===== config.mk =====
export PLATFORM = sky130hd
export DESIGN_NAME = subterranean_round_sequencer
export DESIGN_NICKNAME = d
export VERILOG_FILES = /design/src/rtl/subterranean_pkg.sv /design/src/rtl/subterranean_state_serdes.sv /design/src/rtl/subterranean_round_sequencer.sv
export SDC_FILE = /design/constraint.sdc
export NUM_CORES = 1
export LEC_CHECK = 0
export ABC_AREA = 1
export CELL_PAD_IN_SITES_DETAIL_PLACEMENT = 2
export CELL_PAD_IN_SITES_GLOBAL_PLACEMENT = 2
export CORE_ASPECT_RATIO = 1.75
export CORE_MARGIN = 5
export CORE_UTILIZATION = 27
export DETAILED_ROUTE_END_ITERATION = 10
export GPL_TIMING_DRIVEN = 0
export PLACE_DENSITY = 0.85
export SYNTH_ARGS = -nofsm -noshare
export SYNTH_HDL_FRONTEND = slang
export SYNTH_SLANG_ARGS = --single-unit

===== constraint.sdc =====
create_clock -name clk -period 2.2 [get_ports clk]
set_clock_uncertainty 0.2 [all_clocks]
set_input_delay 0.66 -clock clk [delete_from_list [all_inputs] [get_ports clk]]
set_output_delay 0.66 -clock clk [all_outputs]
set_load 0.01 [all_outputs]

===== src/rtl/subterranean_pkg.sv =====
// Shared widths, defaults and sequencer state encoding for the Subterranean
// round sequencer and its serial/parallel state converter.
package subterranean_pkg;

  localparam int unsigned STATE_WIDTH        = 257;
  localparam int unsigned CNT_WIDTH          = 9;
  localparam int unsigned DEF_ROUNDS_WIDTH   = 4;
  localparam int unsigned DEF_FINISH_TIMEOUT = 8;

  localparam logic [CNT_WIDTH-1:0] LAST_BIT = CNT_WIDTH'(STATE_WIDTH - 1);

  typedef enum logic [2:0] {
    ST_IDLE   = 3'd0,
    ST_LOAD   = 3'd1,
    ST_START  = 3'd2,
    ST_WAIT   = 3'd3,
    ST_UNLOAD = 3'd4,
    ST_RESP   = 3'd5
  } seq_state_e;

endpackage


===== src/rtl/subterranean_state_serdes.sv =====
// Parallel-in/serial-out load shifter and serial-in/parallel-out capture
// shifter sharing one bit counter; all enables come from the sequencer FSM.
module subterranean_state_serdes
  import subterranean_pkg::*;
(
  input  logic                   clk,
  input  logic                   rst,
  input  logic                   load_en,
  input  logic [STATE_WIDTH-1:0] load_data,
  input  logic                   shift_en,
  input  logic                   cap_en,
  input  logic                   cap_clr,
  input  logic                   cnt_clr,
  input  logic                   serial_in,
  output logic                   serial_out,
  output logic [STATE_WIDTH-1:0] cap_data,
  output logic [CNT_WIDTH-1:0]   bit_cnt
);

  logic [STATE_WIDTH-1:0] ld_q, ld_d;
  logic [STATE_WIDTH-1:0] cap_q, cap_d;
  logic [CNT_WIDTH-1:0]   cnt_q, cnt_d;

  // Both shifters move right: bit 0 leaves first, captured bits enter at the MSB.
  always_comb begin
    ld_d  = ld_q;
    cap_d = cap_q;
    cnt_d = cnt_q;
    if (load_en) begin
      ld_d = load_data;
    end else if (shift_en) begin
      ld_d = {1'b0, ld_q[STATE_WIDTH-1:1]};
    end
    if (cap_clr) begin
      cap_d = '0;
    end else if (cap_en) begin
      cap_d = {serial_in, cap_q[STATE_WIDTH-1:1]};
    end
    if (cnt_clr || load_en) begin
      cnt_d = '0;
    end else if (shift_en || cap_en) begin
      cnt_d = cnt_q + CNT_WIDTH'(1);
    end
  end

  always_ff @(posedge clk) begin
    if (rst) begin
      ld_q  <= '0;
      cap_q <= '0;
      cnt_q <= '0;
    end else begin
      ld_q  <= ld_d;
      cap_q <= cap_d;
      cnt_q <= cnt_d;
    end
  end

  assign serial_out = ld_q[0];
  assign cap_data   = cap_q;
  assign bit_cnt    = cnt_q;

endmodule


===== src/rtl/subterranean_round_sequencer.sv =====
// Drives a bit-serial Subterranean round core as a parallel multi-round
// permutation: serial load, R back-to-back rounds, serial unload, response.
module subterranean_round_sequencer
  import subterranean_pkg::*;
#(
  parameter int unsigned ROUNDS_WIDTH   = DEF_ROUNDS_WIDTH,
  parameter int unsigned FINISH_TIMEOUT = DEF_FINISH_TIMEOUT
) (
  input  logic                    clk,
  input  logic                    rst,
  input  logic                    cmd_valid,
  output logic                    cmd_ready,
  input  logic [STATE_WIDTH-1:0]  cmd_state,
  input  logic [ROUNDS_WIDTH-1:0] cmd_rounds,
  output logic                    rsp_valid,
  input  logic                    rsp_ready,
  output logic [STATE_WIDTH-1:0]  rsp_state,
  output logic                    rsp_error,
  output logic                    core_start,
  input  logic                    core_finish,
  output logic                    core_data_in,
  output logic                    core_data_in_valid,
  input  logic                    core_data_in_ready,
  input  logic                    core_data_out,
  input  logic                    core_data_out_valid,
  output logic                    core_data_out_ready
);

  localparam int unsigned TO_WIDTH = $clog2(FINISH_TIMEOUT + 1);

  seq_state_e              state_q, state_d;
  logic [ROUNDS_WIDTH-1:0] rounds_q, rounds_d;
  logic [TO_WIDTH-1:0]     to_q, to_d;
  logic                    err_q, err_d;
  logic                    cmd_ready_q, cmd_ready_d;
  logic                    rsp_valid_q, rsp_valid_d;
  logic                    start_q, start_d;
  logic                    in_valid_q, in_valid_d;
  logic                    out_ready_q, out_ready_d;

  logic                    load_en, shift_en, cap_en, cap_clr, cnt_clr;
  logic [CNT_WIDTH-1:0]    bit_cnt;

  subterranean_state_serdes u_serdes (
    .clk       (clk),
    .rst       (rst),
    .load_en   (load_en),
    .load_data (cmd_state),
    .shift_en  (shift_en),
    .cap_en    (cap_en),
    .cap_clr   (cap_clr),
    .cnt_clr   (cnt_clr),
    .serial_in (core_data_out),
    .serial_out(core_data_in),
    .cap_data  (rsp_state),
    .bit_cnt   (bit_cnt)
  );

  // Next state, round/timeout bookkeeping, and outputs decoded from the next state.
  always_comb begin
    state_d  = state_q;
    rounds_d = rounds_q;
    to_d     = to_q;
    err_d    = err_q;
    load_en  = 1'b0;
    shift_en = 1'b0;
    cap_en   = 1'b0;
    cap_clr  = 1'b0;
    cnt_clr  = 1'b0;
    unique case (state_q)
      ST_IDLE: begin
        if (cmd_valid) begin
          load_en  = 1'b1;
          rounds_d = cmd_rounds;
          state_d  = ST_LOAD;
        end
      end
      ST_LOAD: begin
        if (core_data_in_ready) begin
          shift_en = 1'b1;
          if (bit_cnt == LAST_BIT) begin
            cnt_clr = 1'b1;
            state_d = (rounds_q != '0) ? ST_START : ST_UNLOAD;
          end
        end
      end
      ST_START: begin
        to_d    = '0;
        state_d = ST_WAIT;
      end
      ST_WAIT: begin
        if (core_finish) begin
          rounds_d = rounds_q - ROUNDS_WIDTH'(1);
          if (rounds_q == ROUNDS_WIDTH'(1)) begin
            cnt_clr = 1'b1;
            state_d = ST_UNLOAD;
          end else begin
            state_d = ST_START;
          end
        end else if (to_q == TO_WIDTH'(FINISH_TIMEOUT - 1)) begin
          err_d   = 1'b1;
          cap_clr = 1'b1;
          state_d = ST_RESP;
        end else begin
          to_d = to_q + TO_WIDTH'(1);
        end
      end
      ST_UNLOAD: begin
        if (core_data_out_valid) begin
          cap_en = 1'b1;
          if (bit_cnt == LAST_BIT) begin
            state_d = ST_RESP;
          end
        end
      end
      ST_RESP: begin
        if (rsp_ready) begin
          err_d   = 1'b0;
          state_d = ST_IDLE;
        end
      end
      default: state_d = ST_IDLE;
    endcase
    cmd_ready_d = (state_d == ST_IDLE);
    rsp_valid_d = (state_d == ST_RESP);
    start_d     = (state_d == ST_START);
    in_valid_d  = (state_d == ST_LOAD);
    out_ready_d = (state_d == ST_UNLOAD);
  end

  always_ff @(posedge clk) begin
    if (rst) begin
      state_q     <= ST_IDLE;
      rounds_q    <= '0;
      to_q        <= '0;
      err_q       <= 1'b0;
      cmd_ready_q <= 1'b1;
      rsp_valid_q <= 1'b0;
      start_q     <= 1'b0;
      in_valid_q  <= 1'b0;
      out_ready_q <= 1'b0;
    end else begin
      state_q     <= state_d;
      rounds_q    <= rounds_d;
      to_q        <= to_d;
      err_q       <= err_d;
      cmd_ready_q <= cmd_ready_d;
      rsp_valid_q <= rsp_valid_d;
      start_q     <= start_d;
      in_valid_q  <= in_valid_d;
      out_ready_q <= out_ready_d;
    end
  end

  assign cmd_ready           = cmd_ready_q;
  assign rsp_valid           = rsp_valid_q;
  assign rsp_error           = err_q;
  assign core_start          = start_q;
  assign core_data_in_valid  = in_valid_q;
  assign core_data_out_ready = out_ready_q;

endmodule

# == Word-level counts from Yosys, hierarchy flattened ==
# Cells that the tools add are included.
# classes
n_div,0
mux,37
n_lt_le_gt_ge,0
add_sub_neg,3
bitwise,0
n_shift,0
n_eq_ne,18
reduce_logical,14
multipliers,0
# ops
cell,n
$mux W257,2
$mux W3,10
$pmux W3 S6,1
$mux W1,16
$mux W4,4
$pmux W4 S2,2
$eq A3 B3 Y1 const B,4
$ne A2 B2 Y1 const B,6
$add A9 B1 Y9 const B,1
$eq A3 B2 Y1 const B,3
$eq A9 B9 Y1 const B,1
$reduce_bool A2 Y1,4
$eq A3 B1 Y1 const B,2
$logic_not A3 Y1,2
$reduce_and A3 Y1,2
$add A4 B1 Y4 const B,1
$eq A4 B1 Y1 const B,1
$eq A4 B3 Y1 const B,1
$pmux W1 S2,2
$reduce_and A4 Y1,1
$reduce_bool A4 Y1,1
$reduce_or A2 Y1,2
$sub A4 B1 Y4 const B,1
$logic_or A1 B1 Y1,2
# totals
out_inout_bits,264
ff_bits,540
romBits,0
latchBits,0
mem_bits_rw,0
n_memories,0

# == Longest topological paths before layout ==
# Gate-level depths: netlist (run 1).
# depth
depth_word,6
mapped_depth,11
mapped_depth_nobuf,11

# == Cells and area by module ==
# Synthesis (run 1) repeated with hierarchy kept, for this count alone.
# unflattened
cells_unflattened,2523
area_unflattened_um2,20249.4
# modules_own_cells
mod,cells_each,instances,area_per_inst_um2
subterranean_state_serdes,2376,1,19288.5
subterranean_round_sequencer,147,1,960.9

# == Worst setup path before layout (run 1) ==
# Ideal clock, no wire load.
# synth_path
path_kind,input to register
from,input cmd_valid
to,register u_serdes.ld_q[237]
path_stages,8
slack_ps,352
required_time_ps,1930
arrival_time_ps,1577
path_cell_list,nand3_2 inv_2 buf_2 buf_2 nor2_1 nor2_1 o21ai_1 a21oi_1
# synth_between
elab_chain_len,3
# synth_rtl
item,line_no,source
"start, declared",subterranean_round_sequencer.sv:11,"input logic cmd_valid,"
$mux W1 (*),subterranean_round_sequencer.sv:72,if (cmd_valid) begin
$mux W1 (*),subterranean_round_sequencer.sv:70,unique case (state_q)
$mux W257 or $reduce_bool A2 Y1 (tied branches),--,
"end signal, assigned",subterranean_state_serdes.sv:52,ld_q <= ld_d;
"end, declared",subterranean_state_serdes.sv:20,"logic [STATE_WIDTH-1:0] ld_q, ld_d;"
# Every way passes the cells marked *; elsewhere a longest branch is shown, timed or not.
# A chain may end at the register's enable or synchronous reset.

# == Final worst setup path (run 1) ==
# layout_path
from,register u_serdes.cap_q[126] (netlist: u_serdes.cap_data[126])
to,output rsp_state[126]
# layout_lines
item,line_no,source
"start, declared",subterranean_state_serdes.sv:21,"logic [STATE_WIDTH-1:0] cap_q, cap_d;"
"start signal, assigned",subterranean_state_serdes.sv:53,cap_q <= cap_d;
"end, declared",subterranean_round_sequencer.sv:17,"output logic [STATE_WIDTH-1:0] rsp_state,"
# No word-level cell between the ends.

==> results.txt, run 1 <==
- Status: finished clean
* Final Max Slew Viols: 0
* Synthesized instance count: 3024
* First drt pass iteration count: 5
* Worst-case reg-to-reg path depth: 9
* Share of final-layout standard cells stronger than drive strength 1: 14.2%
* Post-route design area: 30400 um^2
- The min-delay analysis places its worst path in the category reg2reg.
- No sink is reached through more buffers than the 3 on the longest clock path.
- The analysis attributes to cell leakage a power of 13.1 nW.
- For this block, the initial DRC count from the detailed router was 837.
- Total number of vias: 23100
* Maximum clock rate: 0.465 GHz
- The critical path is of the reg2out type.
- Once the floorplan was initialized, standard cells occupied 27.3% of the core.
- Each instance of the synthesized netlist takes up on average 7.09 um^2.
- For this run the aggregate overflow at the end of global routing stands at 0.
- Number of levels in the clock H-tree: 2
- The first global-routing pass estimated 157 mm of wire.
- In this run the core area contains 136 standard-cell rows.
- Setup slack on the worst reg-to-reg path comes out at 0.11 ns.
* Relative slew margins: 59.4%
* Final hold viol count: 0
- Across all hold checks on the routed design, the worst slack comes to 0.267 ns.
- STA classifies the critical path endpoint as a primary output.
- The number of global-route vias before repair is 26300.
- Routability congestion estimate: 0.837
* Worst hold endpoint: u_serdes.ld_q[31]$_SDFFE_PP0P_
* Highest-delay cell along the critical path: sky130_fd_sc_hd__dfxtp_1
- Clock-pin slew was measured on the worst setup and hold paths at 0.07 ns.
- CP max stage delay: 0.37 ns
- Data arrival time of the critical path: 1.29 ns
- For the worst-skew pair, the clock arrives at the later sink with an insertion delay of 0.64 ns.
* Hold path start: u_serdes.ld_q[31]$_SDFFE_PP0P_
- From bottom edge to top edge, the die measures 383 um.
- Port Buffer Count: 532
- Max rail drop VDD: 0.000627 V
* Transition at the pin with the smallest max-transition slack: 0.610 ns
* Number of distinct library cell variants in the gate-level netlist after synthesis: 31
- Total of flip-flops plus latches after synthesis: 540
* Max FO, Critical Path: 3
- Crit path required time: 1.34 ns
- Hold Path Cell Cnt: 2
* RSZ-0062 raised after global routing: true
- The sequential cells in the finished layout cover a total of 10900 um^2.
* Global router's overall resource usage: 23.1%
- Pin placement for this block handled 533 I/O pins.
- Once placement completed, the tool counted placed cells totaling 4591.
- TritonCTS built the clock tree.
* Syn nets: 3299
- Sequential elements use 50.4% of the synthesized area.
- After filler insertion, the fill cell instance count of the layout stands at 9174.
- Remaining routing DRC violations: 0
* Period Utilization, post-route: 97.8%
- Number of warning messages in the yosys log: 0
- The finished layout holds 4719 standard cells, fillers aside.
- The cell sitting at the root of the clock tree is a sky130_fd_sc_hd__clkbuf_16.
* Number of sinks handled by clock tree synthesis: 540
- The die is 223 um wide.
* Critical path buffers and inverters: 1
* Synthesized cell area: 21400 um^2
- Antenna violations before repair: 39
- Final ANT Viol Nets: 0
- Num CTS Buffers: 55
- Placement-stage cell area: 28000 um^2
- Synthesis-to-finish area growth: 41.9%
* Min Clock Period, post-route: 2.15 ns
* Kind of start point of the critical path: flop
* Final net count: 3892
- Cell-by-cell trace of the critical path: clkdlybuf4s15_2
* Maximum number of pins on one net before global-route repair: 16
- Summing all multi-input logic gate instances after layout gives 9570 um^2.
- Total wire length after detailed routing: 102 mm
* Die Footprint: 85300 um^2
- At the end of the flow the core is filled with cells to 38.7%.
* Kind of cell with the highest combined delay on the critical path: flip-flops
- The worst register-to-register path begins at state_q[0]$_SDFF_PP0_.
- Endpoint of the worst register-to-register path: u_serdes.ld_q[246]$_SDFFE_PP0P_
- Endpoints failing setup: 0
- The core region is 78600 um^2.
- Detailed placement ended at an HPWL of 75.8 mm.
- Average wire length per cell after detail routing: 21.6 um
- The tool flagged a number of max-cap violations equal to 0.
- For this design the ratio of total power to cell area is 785 nW/um^2.
- In the routed layout, each cell is associated on average with a via count of 4.90.
-- synth_stat cells --
master | number | area [um^2]
sky130_fd_sc_hd__and3_1 | 1 | 6.26
sky130_fd_sc_hd__a21oi_2 | 1 | 8.76
sky130_fd_sc_hd__nand3_1 | 15 | 75.1
sky130_fd_sc_hd__o21ai_0 | 273 | 1370
sky130_fd_sc_hd__nor2_2 | 1 | 6.26
sky130_fd_sc_hd__a31oi_1 | 1 | 6.26
sky130_fd_sc_hd__buf_1 | 10 | 37.5
sky130_fd_sc_hd__nand4_1 | 3 | 18.8
sky130_fd_sc_hd__o211ai_2 | 1 | 12.5
sky130_fd_sc_hd__buf_4 | 4 | 30.0
sky130_fd_sc_hd__nor3_1 | 7 | 35.0
sky130_fd_sc_hd__dfxtp_1 | 540 | 10800
sky130_fd_sc_hd__nor2_1 | 1049 | 3940
sky130_fd_sc_hd__a21oi_1 | 276 | 1380
sky130_fd_sc_hd__xnor2_1 | 1 | 8.76
sky130_fd_sc_hd__o21ai_1 | 250 | 1250
sky130_fd_sc_hd__clkbuf_1 | 121 | 454
sky130_fd_sc_hd__buf_2 | 70 | 350
sky130_fd_sc_hd__or2_1 | 1 | 6.26
sky130_fd_sc_hd__a211oi_1 | 1 | 7.51
sky130_fd_sc_hd__clkbuf_2 | 20 | 100
sky130_fd_sc_hd__nand2_1 | 326 | 1220
sky130_fd_sc_hd__inv_1 | 31 | 116
sky130_fd_sc_hd__buf_6 | 1 | 11.3
sky130_fd_sc_hd__xor2_1 | 4 | 35.0
sky130_fd_sc_hd__ha_1 | 6 | 75.1
sky130_fd_sc_hd__inv_2 | 5 | 18.8
sky130_fd_sc_hd__nand2_2 | 2 | 12.5
sky130_fd_sc_hd__nand3_2 | 1 | 10.0
sky130_fd_sc_hd__o211ai_1 | 1 | 7.51
sky130_fd_sc_hd__a22oi_1 | 1 | 7.51
-- logic make-up (layout without fill, tap and decap cells) --
logic type	count (synthesis)	count (layout)	synth area share [%]
xor+xnor	5	5	0.204
simple gates	1406	1406	24.9
flops	540	540	50.4
compound gates	805	805	18.9
other cells	0	21	0
fa+ha+maj	6	6	0.350
buf+inv	262	901	5.22
-- placed cells by master, fill, tap and decap left out, drive strengths merged --
cell | netlist | layout
nor2 | 1050 | 1050
dfxtp | 540 | 540
o21ai | 523 | 523
nand2 | 328 | 328
a21oi | 277 | 277
clkdlybuf4s50 | 0 | 268
clkbuf | 141 | 259
clkdlybuf4s15 | 0 | 159
buf | 85 | 115
inv | 36 | 39
dlygate4sd2 | 0 | 31
diode | 0 | 21
nand3 | 16 | 16
clkinv | 0 | 14
bufinv | 0 | 10
nor3 | 7 | 7
clkinvlp | 0 | 6
ha | 6 | 6
xor2 | 4 | 4
nand4 | 3 | 3
o211ai | 2 | 2
a211oi | 1 | 1
or2 | 1 | 1
a31oi | 1 | 1
xnor2 | 1 | 1
a22oi | 1 | 1
and3 | 1 | 1
-- registers in the layout, indices dropped and copies added (netlist names) --
name                 flops
u_serdes.bit_cnt         9
core_data_out_ready      1
core_data_in_valid       1
to_q                     4
u_serdes.ld_q          257
cmd_ready                1
state_q                  3
rounds_q                 4
core_start               1
u_serdes.cap_data      257
rsp_error                1
rsp_valid                1
-- worst max-delay path by stage --
stage                                             start                                  end  slack, ns  cells after the start
CTS                               state_q[2]$_SDFF_PP0_  u_serdes.cap_data[162]$_SDFFE_PP0P_     -0.005                     11
floorplan                                     cmd_valid      u_serdes.ld_q[237]$_SDFFE_PP0P_       0.35                      8
finish              u_serdes.cap_data[126]$_SDFFE_PP0P_                       rsp_state[126]       0.05                      1
global route                      state_q[0]$_SDFF_PP0_      u_serdes.ld_q[150]$_SDFFE_PP0P_      -0.03                      6
global placement                                    rst      u_serdes.ld_q[184]$_SDFFE_PP0P_      -1.51                      5
detailed placement                                  rst      u_serdes.ld_q[182]$_SDFFE_PP0P_      -1.58                      5
-- final cells by class --
type,count,share of cell area [%]
flip-flops and latches,540,35.8
clock buffers,70,5.17
well taps,1035,4.26
inverters,36,0.486
diodes,21,0.173
multi-input cells,2222,31.5
plain buffers,223,4.38
clock inverters,33,1.56
repair buffers,539,16.7
-- through the flow --
stage           TNS, ns  power, W  setup slack, ns
2_1_floorplan         0    0.0120            0.352
3_3_place_gp    -633.31    0.0131            -1.51
3_5_place_dp    -651.30    0.0132            -1.58
4_1_cts        -0.00457    0.0242         -0.00457
5_1_grt         -0.0960    0.0248          -0.0320
6_report              0    0.0239           0.0475
-- timing repair --
item / in CTS / in global routing
hold buffers: 0 / 0
resized for setup: 765 / 219
endpoints found under the setup margin: 800 / 550
setup buffers: 5 / 2
gates cloned: 0 / 0
pin swaps: 4 / 5
-- per-layer routing --
metal | global-route usage [%] | wire [um] | share of wire (%)
met1 | 22.7 | 36000 | 35
met2 | 43.6 | 53900 | 53
met3 | 10.6 | 9830 | 9.6
met4 | 6.01 | 2170 | 2.1
met5 | 0 | 241 | 0.24
-- where the power goes --
part	switching [W]	total, W	internal, W	leakage [nW]
Clock	0.00449	0.0108	0.00627	1.00
Combinational	0.00158	0.00276	0.00118	7.73
Sequential	0.000211	0.0104	0.0101	4.41
No activity file was read; power rests on OpenSTA's default activity.
==> run 2, diff against run 1 <==
--- a/config.mk
+++ b/config.mk
@@ -10,10 +10,13 @@
 export CELL_PAD_IN_SITES_GLOBAL_PLACEMENT = 2
 export CORE_ASPECT_RATIO = 1.75
 export CORE_MARGIN = 5
-export CORE_UTILIZATION = 27
+export CORE_UTILIZATION = 34
+export CTS_CLUSTER_SIZE = 25
 export DETAILED_ROUTE_END_ITERATION = 10
+export DONT_BUFFER_PORTS = 1
 export GPL_TIMING_DRIVEN = 0
-export PLACE_DENSITY = 0.85
+export MAX_ROUTING_LAYER = met4
+export PLACE_DENSITY = 0.83
 export SYNTH_ARGS = -nofsm -noshare
 export SYNTH_HDL_FRONTEND = slang
 export SYNTH_SLANG_ARGS = --single-unit
==> run 2 against run 1 <==
Against the previous run:
- the run now ends with negative setup slack left
- clock-buffer cell count up 7
- register-to-register slack worse by 0.17 ns
- worst hold slack worse by 0.25 ns
- core utilization up 3.4 points
- flip-flop and latch count unchanged
- fmax down 4.7%
- critical endpoint is now u_serdes.cap_data[146]$_SDFFE_PP0P_
==> results.txt, run 2 (same netlist as run 1, synthesis figures left out) <==
- Status: finished, violations left
* Violations in the final reports: negative setup slack
* DIE HEIGHT: 342 um
- Entering global routing, the biggest net connects 16 pins.
* Met3 layer usage reported by global route: 11.9%
* Min Clock Period, post-route: 2.26 ns
* Relative slew margins: 43.5%
* Antenna violations before repair: 33
- Share of final-layout standard cells stronger than drive strength 1: 8.88%
* Most frequent standard cell in the layout excluding fill and tap cells: sky130_fd_sc_hd__nor2_1
- In this run the critical register-to-register path is launched from state_q[0]$_SDFF_PP0_.
- After floorplanning, the core was divided into 121 placement rows.
- Internal power comes to 0.0170 W.
- Data arrival time of the critical path: 2.63 ns
- In this run the cell area measured after placement is 22400 um^2.
* Kind of start point of the critical path: flop
- The hold violation total from the final report was 0.
- Post-route worst setup slack: -0.0589 ns
- First drt pass iteration count: 4
- Setup repair after global routing could not meet its margin everywhere.
* Critical path buffers and inverters: 3
- The max-slew violation count was 0.
- Final net count: 3497
- Switching pwr: 0.00636 W
- After detailed routing, the number of remaining DRC violations is 0.
- Global routing used 28.5% of the available tracks.
* Clock edge transition at the registers on the reported setup and hold paths: 0.07 ns
* Transition at the pin with the smallest max-transition slack: 0.848 ns
- Routability-driven placement finished with a final weighted congestion of 0.852.
- Max-cap violations in this run came to 0.
- Dividing total power by cell area gives a power density of 889 nW/um^2.
- For the worst flop-to-flop path, the logic depth is 7.
* Kind of end point of the critical path: flop
* Final ANT Viol Nets: 0
* Clock Latency Late Sink: 0.65 ns
* Via count of the first global-routing pass: 25200
- CP Launch Point: state_q[0]$_SDFF_PP0_
* Met2 track utilization from global routing: 51.8%
* Total number of vias: 22100
* Remaining global-route overflow: 0
- Port Buffer Count: 0
- Hold Path Cell Cnt: 2
* Share of total power in sequential cells: 44.6%
- Number of levels in the clock H-tree: 2
- Post-place setup slack: -0.756 ns
- The worst path uses 103% of the clock period.
- Crit. path cell count: 7
- CTS Buffer Depth: 3
- Max rail drop VDD: 0.000702 V
* Hold path start: cmd_state[70]
- The first global-routing pass estimated 149 mm of wire.
- Highest-delay cell along the critical path: sky130_fd_sc_hd__dfxtp_4
- Net switching is 27.3% of the power.
- Die Footprint: 68300 um^2
* Crit path required time: 2.57 ns
- Ratio of routed vias to standard cells: 5.39
- In this run the worst path has a maximum fanout of 10.
- Cell leakage power: 11.2 nW
* Total wire length after detailed routing: 102 mm
- Leaving out fill and tap cells, the most frequent cells in the layout are sky130_fd_sc_hd__nor2_1, sky130_fd_sc_hd__dfxtp_1, sky130_fd_sc_hd__nand2_1.
- Final hold analysis gives a worst-case slack of 0.0197 ns.
* Kind of cell with the highest combined delay on the critical path: buffers and inverters
- In this run, the clock network consumes 44.2% of the power.
* Cell-by-cell trace of the critical path: nor2_4 -> nand3_4 -> inv_4 -> buf_4 -> buf_1 -> o21ai_0 -> nor2_1
- WS Path Type: reg2reg
- The finished cells cover 26300 um^2.
* Starting utilization of the core area: 34.4%
* Comb power frac: 11.2%
- Average wire length per cell after detail routing: 24.8 um
- CP max stage delay: 0.39 ns
- HPWL after detailed placement: 67.0 mm
- The total area inside the core boundary comes to 62400 um^2.
- After the first detailed-routing iteration, the DRC count stood at 826.
* Root Buffer: sky130_fd_sc_hd__clkbuf_16
- 533 I/O pins were placed.
- Clock tree synthesis inserted a total of 53 buffers.
- Clock tree from TritonCTS: yes
* Endpoints failing setup: 1
- Number of sinks handled by clock tree synthesis: 540
- The global routing stage identified its most utilized layer as met2.
- Maximum clock rate: 0.443 GHz
* Die X: 200 um
* Synthesis-to-finish area growth: 22.5%
* Class of the most critical hold timing path: in2reg
- Met1 Resource Use GR: 26.2%
## run 2: repair_timing
item / in CTS / in global routing
cloned: 1 / 0
hold endpoints to repair: 133 / 0
buffers inserted: 4 / 5
setup endpoints to repair: 522 / 474
hold buffers: 133 / 0
pin swaps: 1 / 4
gates resized for setup: 70 / 135
## run 2: final timing paths
path,end,slack [ns]
worst max-delay path,u_serdes.cap_data[146]$_SDFFE_PP0P_,-0.06
worst min-delay path,u_serdes.ld_q[70]$_SDFFE_PP0P_,0.02
worst max register to register,u_serdes.cap_data[146]$_SDFFE_PP0P_,-0.06
worst min register to register,u_serdes.ld_q[25]$_SDFFE_PP0P_,0.27
## run 2: layer usage
metal	up-vias	share of wire (%)
li1	10200	-
met1	11000	34
met2	680	52
met3	227	9.8
met4	0	4.3
met5	-	0
## run 2: power by group through the flow
stage,logic [W],registers (W),clock network [W]
floorplan,0.00149,0.0105,0
global placement,0.00195,0.0105,0
detailed placement,0.00210,0.0106,0
CTS,0.00242,0.0104,0.0104
global route,0.00286,0.0104,0.0109
finish,0.00262,0.0104,0.0103
## run 2: worst reg2reg max path, cell delays in order (launching register included)
cell                      delay (ns)
sky130_fd_sc_hd__dfxtp_4        0.39
sky130_fd_sc_hd__nor2_4         0.20
sky130_fd_sc_hd__nand3_4        0.19
sky130_fd_sc_hd__inv_4          0.18
sky130_fd_sc_hd__buf_4          0.26
sky130_fd_sc_hd__buf_1          0.38
sky130_fd_sc_hd__o21ai_0        0.22
sky130_fd_sc_hd__nor2_1         0.19
## run 2: area by class of cell
type                       count  area (um^2)
timing repair buffer         142         1410
fill                        7092        36100
multi-input combinational   2223         9640
antenna                       34         85.1
buffer                       226         1220
clock inverter                22          374
clock buffer                  77         1560
sequential                   540        10800
tap                          799         1000
inverter                      36          150
## run 2: per-stage QoR
| step | total power [W] | utilization [%] | setup TNS (ns) | std cells |
|---|---|---|---|---|
| 2_1_floorplan | 0.0120 | - | 0 | 3024 |
| 3_3_place_gp | 0.0125 | 36.0 | -242.39 | 3823 |
| 3_5_place_dp | 0.0127 | 36.0 | -268.81 | 3823 |
| 4_1_cts | 0.0232 | 41.5 | -0.0167 | 4060 |
| 5_1_grt | 0.0241 | 42.1 | -1.89 | 4098 |
| 6_report | 0.0233 | 42.1 | -0.0589 | 4099 |
==> run 3, diff against run 2 <==
--- a/config.mk
+++ b/config.mk
@@ -9,7 +9,6 @@
 export CELL_PAD_IN_SITES_DETAIL_PLACEMENT = 2
 export CELL_PAD_IN_SITES_GLOBAL_PLACEMENT = 2
 export CORE_ASPECT_RATIO = 1.75
-export CORE_MARGIN = 5
 export CORE_UTILIZATION = 34
 export CTS_CLUSTER_SIZE = 25
 export DETAILED_ROUTE_END_ITERATION = 10
==> constraint.sdc (replaced) <==
create_clock -name clk -period 2.2 [get_ports clk]
set_clock_uncertainty 0.2 [all_clocks]
set_input_delay 0.66 -clock clk [delete_from_list [all_inputs] [get_ports clk]]
set_output_delay 0.66 -clock clk [all_outputs]
set_load 0.1 [all_outputs]
==> run 3 against run 2 <==
Against the previous run:
- the run still ends with negative setup slack left
- worst hold slack better by 0.020 ns
- sequential power about the same
- via count down 4.9%
- worst setup slack better by 0.042 ns
- combinational power down 16%
- wire length down 10%
- critical endpoint is now u_serdes.cap_data[112]$_SDFFE_PP0P_
- largest power group unchanged
==> results.txt, run 3 (same netlist as run 1, synthesis figures left out) <==
- For this run, the top clock speed supported by timing is 0.451 GHz.
* Total wire length after detailed routing: 91.2 mm
- In this run the vertical extent of the chip is 334 um.
- TritonCTS built the clock tree.
- The worst pin sits at a relative slew slack of 53.5%.
* Min Clock Period, post-route: 2.22 ns
* Class of the most critical hold timing path: in2reg
- Slack of the worst reg-to-reg path: -0.02 ns
* Comb power frac: 10.0%
- Cell leakage power: 10.8 nW
- In this run, the clock network consumes 44.0% of the power.
- Clock edge transition at the registers on the reported setup and hold paths: 0.07 ns
- WS Path Type: reg2reg
- Endpoint of the worst register-to-register path: u_serdes.cap_data[112]$_SDFFE_PP0P_
- Row cnt: 121
- HPWL after detailed placement: 65.2 mm
- Transition at the pin with the smallest max-transition slack: 0.697 ns
* Max rail drop VDD: 0.000659 V
- Highest-delay cell along the critical path: sky130_fd_sc_hd__dfxtp_4
- Maximum number of pins on one net before global-route repair: 17
- Root Buffer: sky130_fd_sc_hd__clkbuf_16
- RSZ-0062 raised after global routing: true
- The flow ran to the end, but the final reports show violations.
- Final net count: 3363
* Switching part of the total power: 26.8%
- The post-route netlist has 17.6% of its cells at a drive strength greater than 1.
- Clock tree synthesis inserted a total of 52 buffers.
* Iter 0 DRT Violations: 536
- First-pass GRT wire length: 135 mm
- The path with the worst hold slack has its endpoint at u_serdes.ld_q[34]$_SDFFE_PP0P_.
* Total number of vias: 21000
* Share of total power in sequential cells: 46.0%
- Core box area: 62200 um^2
* CP max stage delay: 0.38 ns
- Period Utilization, post-route: 101%
- Along the worst path, the maximum fanout reaches 10.
* Hold Path Cell Cnt: 2
* Final ANT Viol Nets: 0
* Post-route core utilization: 41.1%
- Number of levels in the clock H-tree: 2
- Worst flop-to-flop path startpoint: state_q[2]$_SDFF_PP0_
- Routability congestion estimate: 0.858
* Violations in the final reports: negative setup slack
- After detailed routing, the average wire length per cell comes to 23.1 um.
- Die X: 192 um
- The filler cells instantiated in the layout total 7172.
- The max-slew violation count is 0.
* Number of sinks handled by clock tree synthesis: 540
- Power per cell area: 865 nW/um^2
* Die Footprint: 64100 um^2
- For this design the total switching power over the nets is 0.00592 W.
* CTS Buffer Depth: 3
- CP Launch Point: state_q[2]$_SDFF_PP0_
* Post-place setup slack: -0.781 ns
* Worst-case reg-to-reg path depth: 11
- The library cells used most frequently in the layout, excluding fill and tap cells, are sky130_fd_sc_hd__nor2_1, sky130_fd_sc_hd__nand2_1, sky130_fd_sc_hd__a21oi_1.
* Crit path required time: 2.53 ns
- The first detailed-routing pass took 4 iterations.
* Number of top-level pins: 533
* Most frequent standard cell in the layout excluding fill and tap cells: sky130_fd_sc_hd__nor2_1
- Once routing completed, OpenROAD measured the worst setup slack at -0.0169 ns.
* Via count of the first global-routing pass: 23600
- STA classifies the critical path startpoint as a flop.
- Ratio of routed vias to standard cells: 5.33
- For this configuration, the core starts out at a cell density of 34.4%.
* Clock Latency Late Sink: 0.62 ns
- Data arrival time of the critical path: 2.55 ns
* Synthesis-to-finish area growth: 19.2%
* Internal Pwr Total: 0.0162 W
- After global routing the overflow that remains totals 0.
- The hold violation total from the final report is 0.
- Endpoints failing setup: 1
* Kind of end point of the critical path: flop
- In this run the most critical hold path is launched from cmd_state[34].
- Traced cell by cell, the critical path runs through inv_4 -> nand2_2 -> inv_2 -> nand2_4 -> nor2_4 -> a21oi_4 -> buf_12 -> buf_6 -> clkbuf_2 -> o21ai_0 -> nor2_1.
* Port Buffer Count: 0
- After detailed routing, the number of remaining DRC violations is 0.
- Global router's overall resource usage: 28.0%
- The tool flagged a number of max-cap violations equal to 0.
- The number of antenna violations at the first check in global routing was 19.
[run 3: changes by cell type in the layout (fill, tap and decap cells not counted), moves of 12 or more]
cell / delta
sky130_fd_sc_hd__clkbuf_1: -12
sky130_fd_sc_hd__diode_2: -14
sky130_fd_sc_hd__dlygate4sd3_1: -130
sky130_fd_sc_hd__dfxtp_1: -264
sky130_fd_sc_hd__dfxtp_2: +83
sky130_fd_sc_hd__dfxtp_4: +181
[run 3: how the worst max path moves through the flow]
stage               slack, ns                             endpoint
detailed placement      -0.78      u_serdes.ld_q[168]$_SDFFE_PP0P_
finish                  -0.02  u_serdes.cap_data[112]$_SDFFE_PP0P_
global placement        -0.79      u_serdes.ld_q[234]$_SDFFE_PP0P_
CTS                    -0.003      u_serdes.ld_q[119]$_SDFFE_PP0P_
floorplan                0.35      u_serdes.ld_q[237]$_SDFFE_PP0P_
global route             -0.1  u_serdes.cap_data[112]$_SDFFE_PP0P_
[run 3: power groups by stage]
stage | combinational (W) | sequential [W] | clock [W]
2_1_floorplan | 0.00149 | 0.0105 | 0
3_3_place_gp | 0.00194 | 0.0106 | 0
3_5_place_dp | 0.00209 | 0.0106 | 0
4_1_cts | 0.00217 | 0.0102 | 0.00987
5_1_grt | 0.00248 | 0.0102 | 0.0102
6_report | 0.00220 | 0.0102 | 0.00972
[run 3: metrics by stage]
step	std cells	power, W	setup TNS [ns]	instance area, um^2	hold WS [ns]
2_1_floorplan	3024	0.0120	0	21400	0.245
3_3_place_gp	3823	0.0125	-242.29	22400	0.252
3_5_place_dp	3823	0.0127	-272.51	22400	0.259
4_1_cts	3923	0.0222	-0.00343	25300	0.000866
5_1_grt	3947	0.0229	-0.688	25500	0.0253
6_report	3948	0.0221	-0.0169	25500	0.0397
[run 3: final cells by class]
type	count	area, um^2	area share (%)
clock buffer	70	1500	5.87
antenna	20	50.0	0.196
tap	799	1000	3.91
buffer	226	1250	4.91
inverter	36	148	0.578
timing repair buffer	9	87.6	0.343
clock inverter	25	312	1.22
sequential	540	11600	45.4
multi-input combinational	2223	9600	37.6
[run 3: what timing repair did]
action                                 CTS  global route
setup endpoints to repair              785           467
resized for setup                      540           108
pin swaps                                2             9
setup buffers                            2             4
gates cloned                             0             1
hold buffers                             3             0
endpoints found under the hold margin    3             0
[run 3: per-layer routing]
metal / track usage, % / wire length [um] / vias to the layer above
li1: - / - / 9950
met2: 51.9 / 48300 / 616
met1: 24.3 / 30200 / 10300
met3: 12.2 / 9490 / 160
met4: 10.6 / 3220 / 0
met5: - / 0 / -
[run 3: critical path, delay by kind of cell, from the launching register on]
family          cells  cell delay, ns
flops               1            0.38
compound gates      2            0.38
buf+inv             5            0.70
simple gates        4            0.43
